### src/rtl/mem_port_arbiter_if.sv
// ---------------------------------------------------------------------------
// mem_port_arbiter_if
//   Bundles the I-side request port, the D-side request port and the single
//   memory port of mem_port_arbiter.
//   slave  : arbiter view (requests and memory response in; acks, read data,
//            memory command and owner_d out)
//   master : environment view (caches plus backing store), the mirror image
// ---------------------------------------------------------------------------
interface mem_port_arbiter_if #(
    parameter int ADDR_W = 32,
    parameter int DATA_W = 32
);
    // I-side (instruction-cache refill, read only)
    logic              i_req;
    logic [ADDR_W-1:0] i_addr;
    logic              i_ack;
    logic [DATA_W-1:0] i_rdata;
    logic              i_err;

    // D-side (data-cache load miss / store write-through)
    logic              d_req;
    logic              d_we;
    logic [ADDR_W-1:0] d_addr;
    logic [DATA_W-1:0] d_wdata;
    logic              d_ack;
    logic [DATA_W-1:0] d_rdata;
    logic              d_err;

    // Backing-store port
    logic              mem_req;
    logic              mem_we;
    logic [ADDR_W-1:0] mem_addr;
    logic [DATA_W-1:0] mem_wdata;
    logic              mem_ack;
    logic [DATA_W-1:0] mem_rdata;

    logic              owner_d;

    modport slave (
        input  i_req, i_addr, d_req, d_we, d_addr, d_wdata, mem_ack, mem_rdata,
        output i_ack, i_rdata, i_err, d_ack, d_rdata, d_err,
               mem_req, mem_we, mem_addr, mem_wdata, owner_d
    );

    modport master (
        output i_req, i_addr, d_req, d_we, d_addr, d_wdata, mem_ack, mem_rdata,
        input  i_ack, i_rdata, i_err, d_ack, d_rdata, d_err,
               mem_req, mem_we, mem_addr, mem_wdata, owner_d
    );
endinterface

### src/rtl/mem_port_arbiter.sv
// ---------------------------------------------------------------------------
// mem_port_arbiter
//   Shares one single-port memory between I-cache refills and D-cache
//   loads/stores. One transaction at a time, round-robin on simultaneous
//   requests, and a watchdog that aborts a memory access that never acks.
//
//   clock : rising-edge clock
//   reset : asynchronous, active-high reset
//   bus   : mem_port_arbiter_if.slave (request ports, acks, memory port)
//
//   Flow: IDLE -> GRANT_I | GRANT_D -> RESP -> IDLE. Every output is a
//   register; x_ack is high for the single RESP cycle.
// ---------------------------------------------------------------------------
module mem_port_arbiter #(
    parameter int ADDR_W  = 32,
    parameter int DATA_W  = 32,
    parameter int TIMEOUT = 64,
    parameter bit D_FIRST = 1'b1
) (
    input logic                 clock,
    input logic                 reset,
    mem_port_arbiter_if.slave   bus
);
    localparam int WD_W = $clog2(TIMEOUT + 1);
    localparam logic [ADDR_W-1:0] ALIGN_MASK = ~ADDR_W'(3);

    typedef enum logic [1:0] {IDLE, GRANT_I, GRANT_D, RESP} state_t;

    state_t            state, state_nx;
    logic              rr_d, rr_d_nx;        // 1: D-side wins the next tie
    logic [WD_W-1:0]   wd, wd_nx;            // GRANT cycles elapsed

    logic              i_ack_r, i_ack_nx;
    logic              i_err_r, i_err_nx;
    logic [DATA_W-1:0] i_rdata_r, i_rdata_nx;
    logic              d_ack_r, d_ack_nx;
    logic              d_err_r, d_err_nx;
    logic [DATA_W-1:0] d_rdata_r, d_rdata_nx;
    logic              mem_req_r, mem_req_nx;
    logic              mem_we_r, mem_we_nx;
    logic [ADDR_W-1:0] mem_addr_r, mem_addr_nx;
    logic [DATA_W-1:0] mem_wdata_r, mem_wdata_nx;
    logic              owner_d_r, owner_d_nx;

    logic              grant_d;
    logic              rsp_err;
    logic [DATA_W-1:0] rsp_data;

    // D wins when it is the only requester, or on a tie when the pointer names it.
    assign grant_d  = bus.d_req && (!bus.i_req || rr_d);

    // Leaving GRANT without mem_ack can only mean the watchdog fired.
    assign rsp_err  = !bus.mem_ack;
    assign rsp_data = (bus.mem_ack && !mem_we_r) ? bus.mem_rdata : '0;

    // NOTE: every signal gets its default before the case so that no path
    // leaves it unassigned; otherwise a latch is inferred.
    always_comb begin
        state_nx     = state;
        rr_d_nx      = rr_d;
        wd_nx        = wd;
        i_ack_nx     = 1'b0;
        i_err_nx     = 1'b0;
        i_rdata_nx   = '0;
        d_ack_nx     = 1'b0;
        d_err_nx     = 1'b0;
        d_rdata_nx   = '0;
        mem_req_nx   = mem_req_r;
        mem_we_nx    = mem_we_r;
        mem_addr_nx  = mem_addr_r;
        mem_wdata_nx = mem_wdata_r;
        owner_d_nx   = owner_d_r;

        unique case (state)
            IDLE: begin
                if (bus.i_req || bus.d_req) begin
                    state_nx     = grant_d ? GRANT_D : GRANT_I;
                    rr_d_nx      = !grant_d;
                    wd_nx        = '0;
                    // Memory command is loaded now so mem_req is up in the
                    // first GRANT cycle.
                    mem_req_nx   = 1'b1;
                    mem_we_nx    = grant_d && bus.d_we;
                    mem_addr_nx  = (grant_d ? bus.d_addr : bus.i_addr) & ALIGN_MASK;
                    mem_wdata_nx = grant_d ? bus.d_wdata : '0;
                    owner_d_nx   = grant_d;
                end
            end

            GRANT_I, GRANT_D: begin
                wd_nx = wd + WD_W'(1);
                if (bus.mem_ack || wd == WD_W'(TIMEOUT - 1)) begin
                    state_nx   = RESP;
                    mem_req_nx = 1'b0;
                    if (state == GRANT_D) begin
                        d_ack_nx   = 1'b1;
                        d_err_nx   = rsp_err;
                        d_rdata_nx = rsp_data;
                    end else begin
                        i_ack_nx   = 1'b1;
                        i_err_nx   = rsp_err;
                        i_rdata_nx = rsp_data;
                    end
                end
            end

            RESP: begin
                // Requests are deliberately not sampled here: the requester
                // drops req on the edge where it sees ack.
                state_nx   = IDLE;
                owner_d_nx = 1'b0;
            end

            default: state_nx = IDLE;
        endcase
    end

    // NOTE: state registers use non-blocking assignments so every register
    // samples the pre-edge values; blocking here would create ordering races.
    always_ff @(posedge clock or posedge reset) begin
        if (reset) begin
            state       <= IDLE;
            rr_d        <= D_FIRST;
            wd          <= '0;
            i_ack_r     <= 1'b0;
            i_err_r     <= 1'b0;
            i_rdata_r   <= '0;
            d_ack_r     <= 1'b0;
            d_err_r     <= 1'b0;
            d_rdata_r   <= '0;
            mem_req_r   <= 1'b0;
            mem_we_r    <= 1'b0;
            mem_addr_r  <= '0;
            mem_wdata_r <= '0;
            owner_d_r   <= 1'b0;
        end else begin
            state       <= state_nx;
            rr_d        <= rr_d_nx;
            wd          <= wd_nx;
            i_ack_r     <= i_ack_nx;
            i_err_r     <= i_err_nx;
            i_rdata_r   <= i_rdata_nx;
            d_ack_r     <= d_ack_nx;
            d_err_r     <= d_err_nx;
            d_rdata_r   <= d_rdata_nx;
            mem_req_r   <= mem_req_nx;
            mem_we_r    <= mem_we_nx;
            mem_addr_r  <= mem_addr_nx;
            mem_wdata_r <= mem_wdata_nx;
            owner_d_r   <= owner_d_nx;
        end
    end

    assign bus.i_ack     = i_ack_r;
    assign bus.i_err     = i_err_r;
    assign bus.i_rdata   = i_rdata_r;
    assign bus.d_ack     = d_ack_r;
    assign bus.d_err     = d_err_r;
    assign bus.d_rdata   = d_rdata_r;
    assign bus.mem_req   = mem_req_r;
    assign bus.mem_we    = mem_we_r;
    assign bus.mem_addr  = mem_addr_r;
    assign bus.mem_wdata = mem_wdata_r;
    assign bus.owner_d   = owner_d_r;

endmodule
### src/flat_wrapper.sv
// flat-port wrapper written by rule: the top's interface ports become plain ports
module mem_port_arbiter_flat 
#(
    parameter int ADDR_W  = 32,
    parameter int DATA_W  = 32,
    parameter int TIMEOUT = 64,
    parameter bit D_FIRST = 1'b1
)
  (clock, reset, bus_i_req, bus_i_addr, bus_d_req, bus_d_we, bus_d_addr, bus_d_wdata, bus_mem_ack, bus_mem_rdata, bus_i_ack, bus_i_rdata, bus_i_err, bus_d_ack, bus_d_rdata, bus_d_err, bus_mem_req, bus_mem_we, bus_mem_addr, bus_mem_wdata, bus_owner_d);
  mem_port_arbiter_if #(.ADDR_W(ADDR_W), .DATA_W(DATA_W)) bus_i ();
  input logic clock;
  input logic reset;
  input wire logic [$bits(bus_i.i_req)-1:0] bus_i_req;
  input wire logic [$bits(bus_i.i_addr)-1:0] bus_i_addr;
  input wire logic [$bits(bus_i.d_req)-1:0] bus_d_req;
  input wire logic [$bits(bus_i.d_we)-1:0] bus_d_we;
  input wire logic [$bits(bus_i.d_addr)-1:0] bus_d_addr;
  input wire logic [$bits(bus_i.d_wdata)-1:0] bus_d_wdata;
  input wire logic [$bits(bus_i.mem_ack)-1:0] bus_mem_ack;
  input wire logic [$bits(bus_i.mem_rdata)-1:0] bus_mem_rdata;
  output wire logic [$bits(bus_i.i_ack)-1:0] bus_i_ack;
  output wire logic [$bits(bus_i.i_rdata)-1:0] bus_i_rdata;
  output wire logic [$bits(bus_i.i_err)-1:0] bus_i_err;
  output wire logic [$bits(bus_i.d_ack)-1:0] bus_d_ack;
  output wire logic [$bits(bus_i.d_rdata)-1:0] bus_d_rdata;
  output wire logic [$bits(bus_i.d_err)-1:0] bus_d_err;
  output wire logic [$bits(bus_i.mem_req)-1:0] bus_mem_req;
  output wire logic [$bits(bus_i.mem_we)-1:0] bus_mem_we;
  output wire logic [$bits(bus_i.mem_addr)-1:0] bus_mem_addr;
  output wire logic [$bits(bus_i.mem_wdata)-1:0] bus_mem_wdata;
  output wire logic [$bits(bus_i.owner_d)-1:0] bus_owner_d;
  assign bus_i.i_req = bus_i_req;
  assign bus_i.i_addr = bus_i_addr;
  assign bus_i.d_req = bus_d_req;
  assign bus_i.d_we = bus_d_we;
  assign bus_i.d_addr = bus_d_addr;
  assign bus_i.d_wdata = bus_d_wdata;
  assign bus_i.mem_ack = bus_mem_ack;
  assign bus_i.mem_rdata = bus_mem_rdata;
  assign bus_i_ack = bus_i.i_ack;
  assign bus_i_rdata = bus_i.i_rdata;
  assign bus_i_err = bus_i.i_err;
  assign bus_d_ack = bus_i.d_ack;
  assign bus_d_rdata = bus_i.d_rdata;
  assign bus_d_err = bus_i.d_err;
  assign bus_mem_req = bus_i.mem_req;
  assign bus_mem_we = bus_i.mem_we;
  assign bus_mem_addr = bus_i.mem_addr;
  assign bus_mem_wdata = bus_i.mem_wdata;
  assign bus_owner_d = bus_i.owner_d;
  mem_port_arbiter #(.ADDR_W(ADDR_W), .DATA_W(DATA_W), .TIMEOUT(TIMEOUT), .D_FIRST(D_FIRST)) u_core (.clock(clock), .reset(reset), .bus(bus_i));
endmodule
### config.mk
export PLATFORM = sky130hd
export DESIGN_NAME = mem_port_arbiter_flat
export DESIGN_NICKNAME = d
export VERILOG_FILES = /design/src/rtl/mem_port_arbiter_if.sv /design/src/rtl/mem_port_arbiter.sv /design/src/flat_wrapper.sv
export SDC_FILE = /design/constraint.sdc
export NUM_CORES = 1
export LEC_CHECK = 0
export CAP_MARGIN = 20
export CORE_MARGIN = 4
export CORE_UTILIZATION = 45
export CTS_BUF_LIST = sky130_fd_sc_hd__clkbuf_8
export DETAILED_ROUTE_END_ITERATION = 8
export PLACE_DENSITY = 0.87
export SYNTH_ARGS = -nofsm -noshare
export SYNTH_HDL_FRONTEND = slang
export SYNTH_SLANG_ARGS = --single-unit
export TNS_END_PERCENT = 10
### constraint.sdc
create_clock -name clock -period 10.7 [get_ports clock]
set_input_delay 3.21 -clock clock [delete_from_list [all_inputs] [get_ports clock]]
set_output_delay 3.21 -clock clock [all_outputs]
set_load 0.02 [all_outputs]
==> results.toml <==
[detailed_routing]
first_iter_violations = 269
post_drt_via_cell_ratio = 5.01
vias = 4238
final_antenna_net_count = 0
drt-wirelength-per-cell_um = 18.2
totalWireLength_um = 15400
drt_pass1_iterations = 4
drc = 0

[critical_path]
r2r_start = "u_core.state[0]"
critPathCapture = "u_core.bus.owner_d"
r2r_slack_ps = 8570
start_kind = "input pin"
cp_cell_sequence = "clkdlybuf4s50_1 -> o21ai_4 -> buf_4 -> nand2_1 -> o21ai_0 -> o2bb2ai_1"
cp.arrival_ps = 5240
cp_slowest_cell = "buf_4"
r2r_end = "u_core.bus.owner_d"
crit_path_max_fanout = 77
criticalPathCategory = "input pin to flop"
crit_path_end_kind = "flop"
r2r_cells = 7
critPathMaxStageDelay_ps = 630
critPathLaunch = "bus_d_req"
required_ps = 11050

[place]
finalWeightedCongestion = 0.815
postPlaceCellArea_sq_mm = 0.00816
port_buffers = 262
place_hpwl_um = 11600
dp_cells = 814

[layout]
multi_input_area_sq_mm = 0.00170
final_area_sq_mm = 0.00859
diodes = 0
finalNonFillerCells = 846
final-seq-area_sq_mm = 0.00358
fin_nets = 828
num-fill-cells = 774
area_growth_pct = 58.0
drive_gt1_share_pct = 6.40

[grt]
grt_usage_pct = 22.6
antenna_found_initial = 0
grt_pass1_vias = 4708
grt_max_degree = 80
overflow = 0
grt_pass1_wl_um = 24800

[power_and_ir_drop]
power.switching_mw = 0.826
p_sw_share_pct = 36.4
p_leak_nw = 3.91
power_frac_comb_pct = 44.1
vdd_drop_max_v = 0.000126
clockPowerShare_pct = 20.1
p_seq_share_pct = 35.7
internal-power_mw = 1.44
powerDensity_mw_per_mm2 = 264

[timing]
setup_violations = 0
fmax_ghz = 0.204
finalHoldViolations = 0
report.final.slew_viol_count = 0
rsz0062_at_grt = "false"
period_needed_ps = 4890
period_share_pct = 45.7
tightest_slew_ps = 973
setup_tns_ps = 0
fin_skew_ps = 7.21
max-slew-margin-rel_pct = 35.1

[die]
die_w_um = 118
fp.dieArea_sq_mm = 0.0139
coreArea_sq_mm = 0.0116
start_util_pct = 46.8
chipHeight_um = 118
num_rows = 39
ios = 269

[synthesis]
avgSynthCellArea_sq_um = 12.7
synth_top_flop_cell = "dfrtp_1"
synth_area_leaders = "dfrtp_1 65%, and2_1 7.4%, mux2i_1 5.9%"
ys_seq_elements = 143
synth.cell_area_sq_mm = 0.00544
syn_inst = 427
synthArstFlopShare_pct = 100
ys_seq_area_share_pct = 65.9
synth_top_area_share_pct = 65.4
synth_edf_count = 0
synth_common_cells = "142 x dfrtp_1, 64 x and2_1, 40 x nand2_1"
synth.most_common_cell = "dfrtp_1"
yosysTopAreaCell = "dfrtp_1"
yosysWarnings = 0
synth_cell_types = 38

[clock_network]
clkTransAtPathRegs_ps = 70
hold_buffers = 0
clock-root-buffer = "clkbuf_8"
ctsResizeCount = 0
post_cts_buffers = 0
cts_tree = "yes"
cts_made_buffers = 17
clock_latency_ps = 430
cts_sinks = 143
htree_num_levels = 4
cts_buffer_depth = 2

[run_status]
status = "finished, final reports clean"

[worst_hold_path]
hold_path.class = "flop to flop"
hold_path_startpoint = "u_core.bus.mem_addr[20]"

[job]
max_cap_violations = 0
-- routing by layer --
metal	share of wire, %	track usage, %	wire [um]
met2	52	39.2	8010
met4	1.8	7.77	285
met1	35	23.6	5420
met5	0	0	0
met3	11	11.6	1700
-- worst min-delay path by stage --
stage,to,slack (ps),cells past startpoint
floorplan,u_core.rr_d,470,2
global placement,u_core.bus.mem_addr[17],460,2
detailed placement,u_core.bus.mem_addr[9],470,2
CTS,u_core.bus.mem_addr[9],490,2
global route,u_core.bus.mem_addr[9],510,2
finish,u_core.bus.mem_addr[20],490,2
-- final cells by class --
| cell class | count | share of cell area (%) |
|---|---|---|
| Clock buffer | 17 | 2.72 |
| Clock inverter | 15 | 2.29 |
| Inverter | 8 | 0.408 |
| Multi-Input combinational cell | 252 | 19.8 |
| Sequential cell | 143 | 41.7 |
| Tap cell | 143 | 2.08 |
| Timing Repair Buffer | 268 | 31.1 |
-- metrics by stage --
stage,total power [mW],hold WS (ps),util [%],worst slack (ps)
floorplan,1.34,466,-,3650
global placement,1.79,464,70.3,5420
detailed placement,1.83,474,70.3,5330
CTS,2.29,491,74.0,5790
global route,2.39,514,74.0,5610
finish,2.27,487,74.0,5810
-- cells by family (layout without fill, tap and decap cells) --
family,after synthesis,in the layout,synth area share [%]
AOI/OAI and AO/OA,89,89,11.8
adders and majority gates,4,4,0.921
buffers and inverters,33,308,3.18
DFF,143,143,65.9
muxes,32,32,5.89
other,1,2,0.0690
and+or+nand+nor,125,125,12.2
-- registers in the layout (all words and copies together), names as in the netlist, 2 cells and up --
name and flops:
u_core.bus.i_rdata 32, u_core.bus.d_rdata 32, u_core.state 2, u_core.bus.mem_addr 30, u_core.wd 7, u_core.bus.mem_wdata 32
-- worst max-delay path: cells and delay by family --
family                 cells  cell delay (ps)
buffers and inverters      2             1190
and+or+nand+nor            1              150
AOI/OAI and AO/OA          3              670
-- power by group through the flow --
stage                     clock network, mW  logic (mW)  registers, mW
after floorplan                           0       0.328           1.01
after CTS                             0.465        1.01          0.812
after global placement                    0       0.979          0.809
final                                 0.456        1.00          0.810
after global routing                  0.489        1.07          0.830
after detailed placement                  0        1.01          0.821
-- layout by cell type, fill, tap and decap left out, types with 2 or more instances in the layout --
cell type	synthesis	routed
clkinvlp_4	0	4
bufinv_16	0	4
o21ai_0	35	35
dfrtp_1	142	142
clkinv_4	0	2
a22o_1	36	36
buf_4	2	6
o21ai_4	1	2
ha_1	4	4
inv_6	0	3
nand2_1	40	40
o31ai_1	4	4
clkdlybuf4s50_1	0	262
a21oi_1	2	2
mux2i_1	32	32
nor3_1	3	3
clkbuf_8	0	17
nor2_1	9	9
conb_1	1	2
and2_1	64	64
inv_1	8	10
nand2b_1	2	2
(Power assumes the default switching activity.)
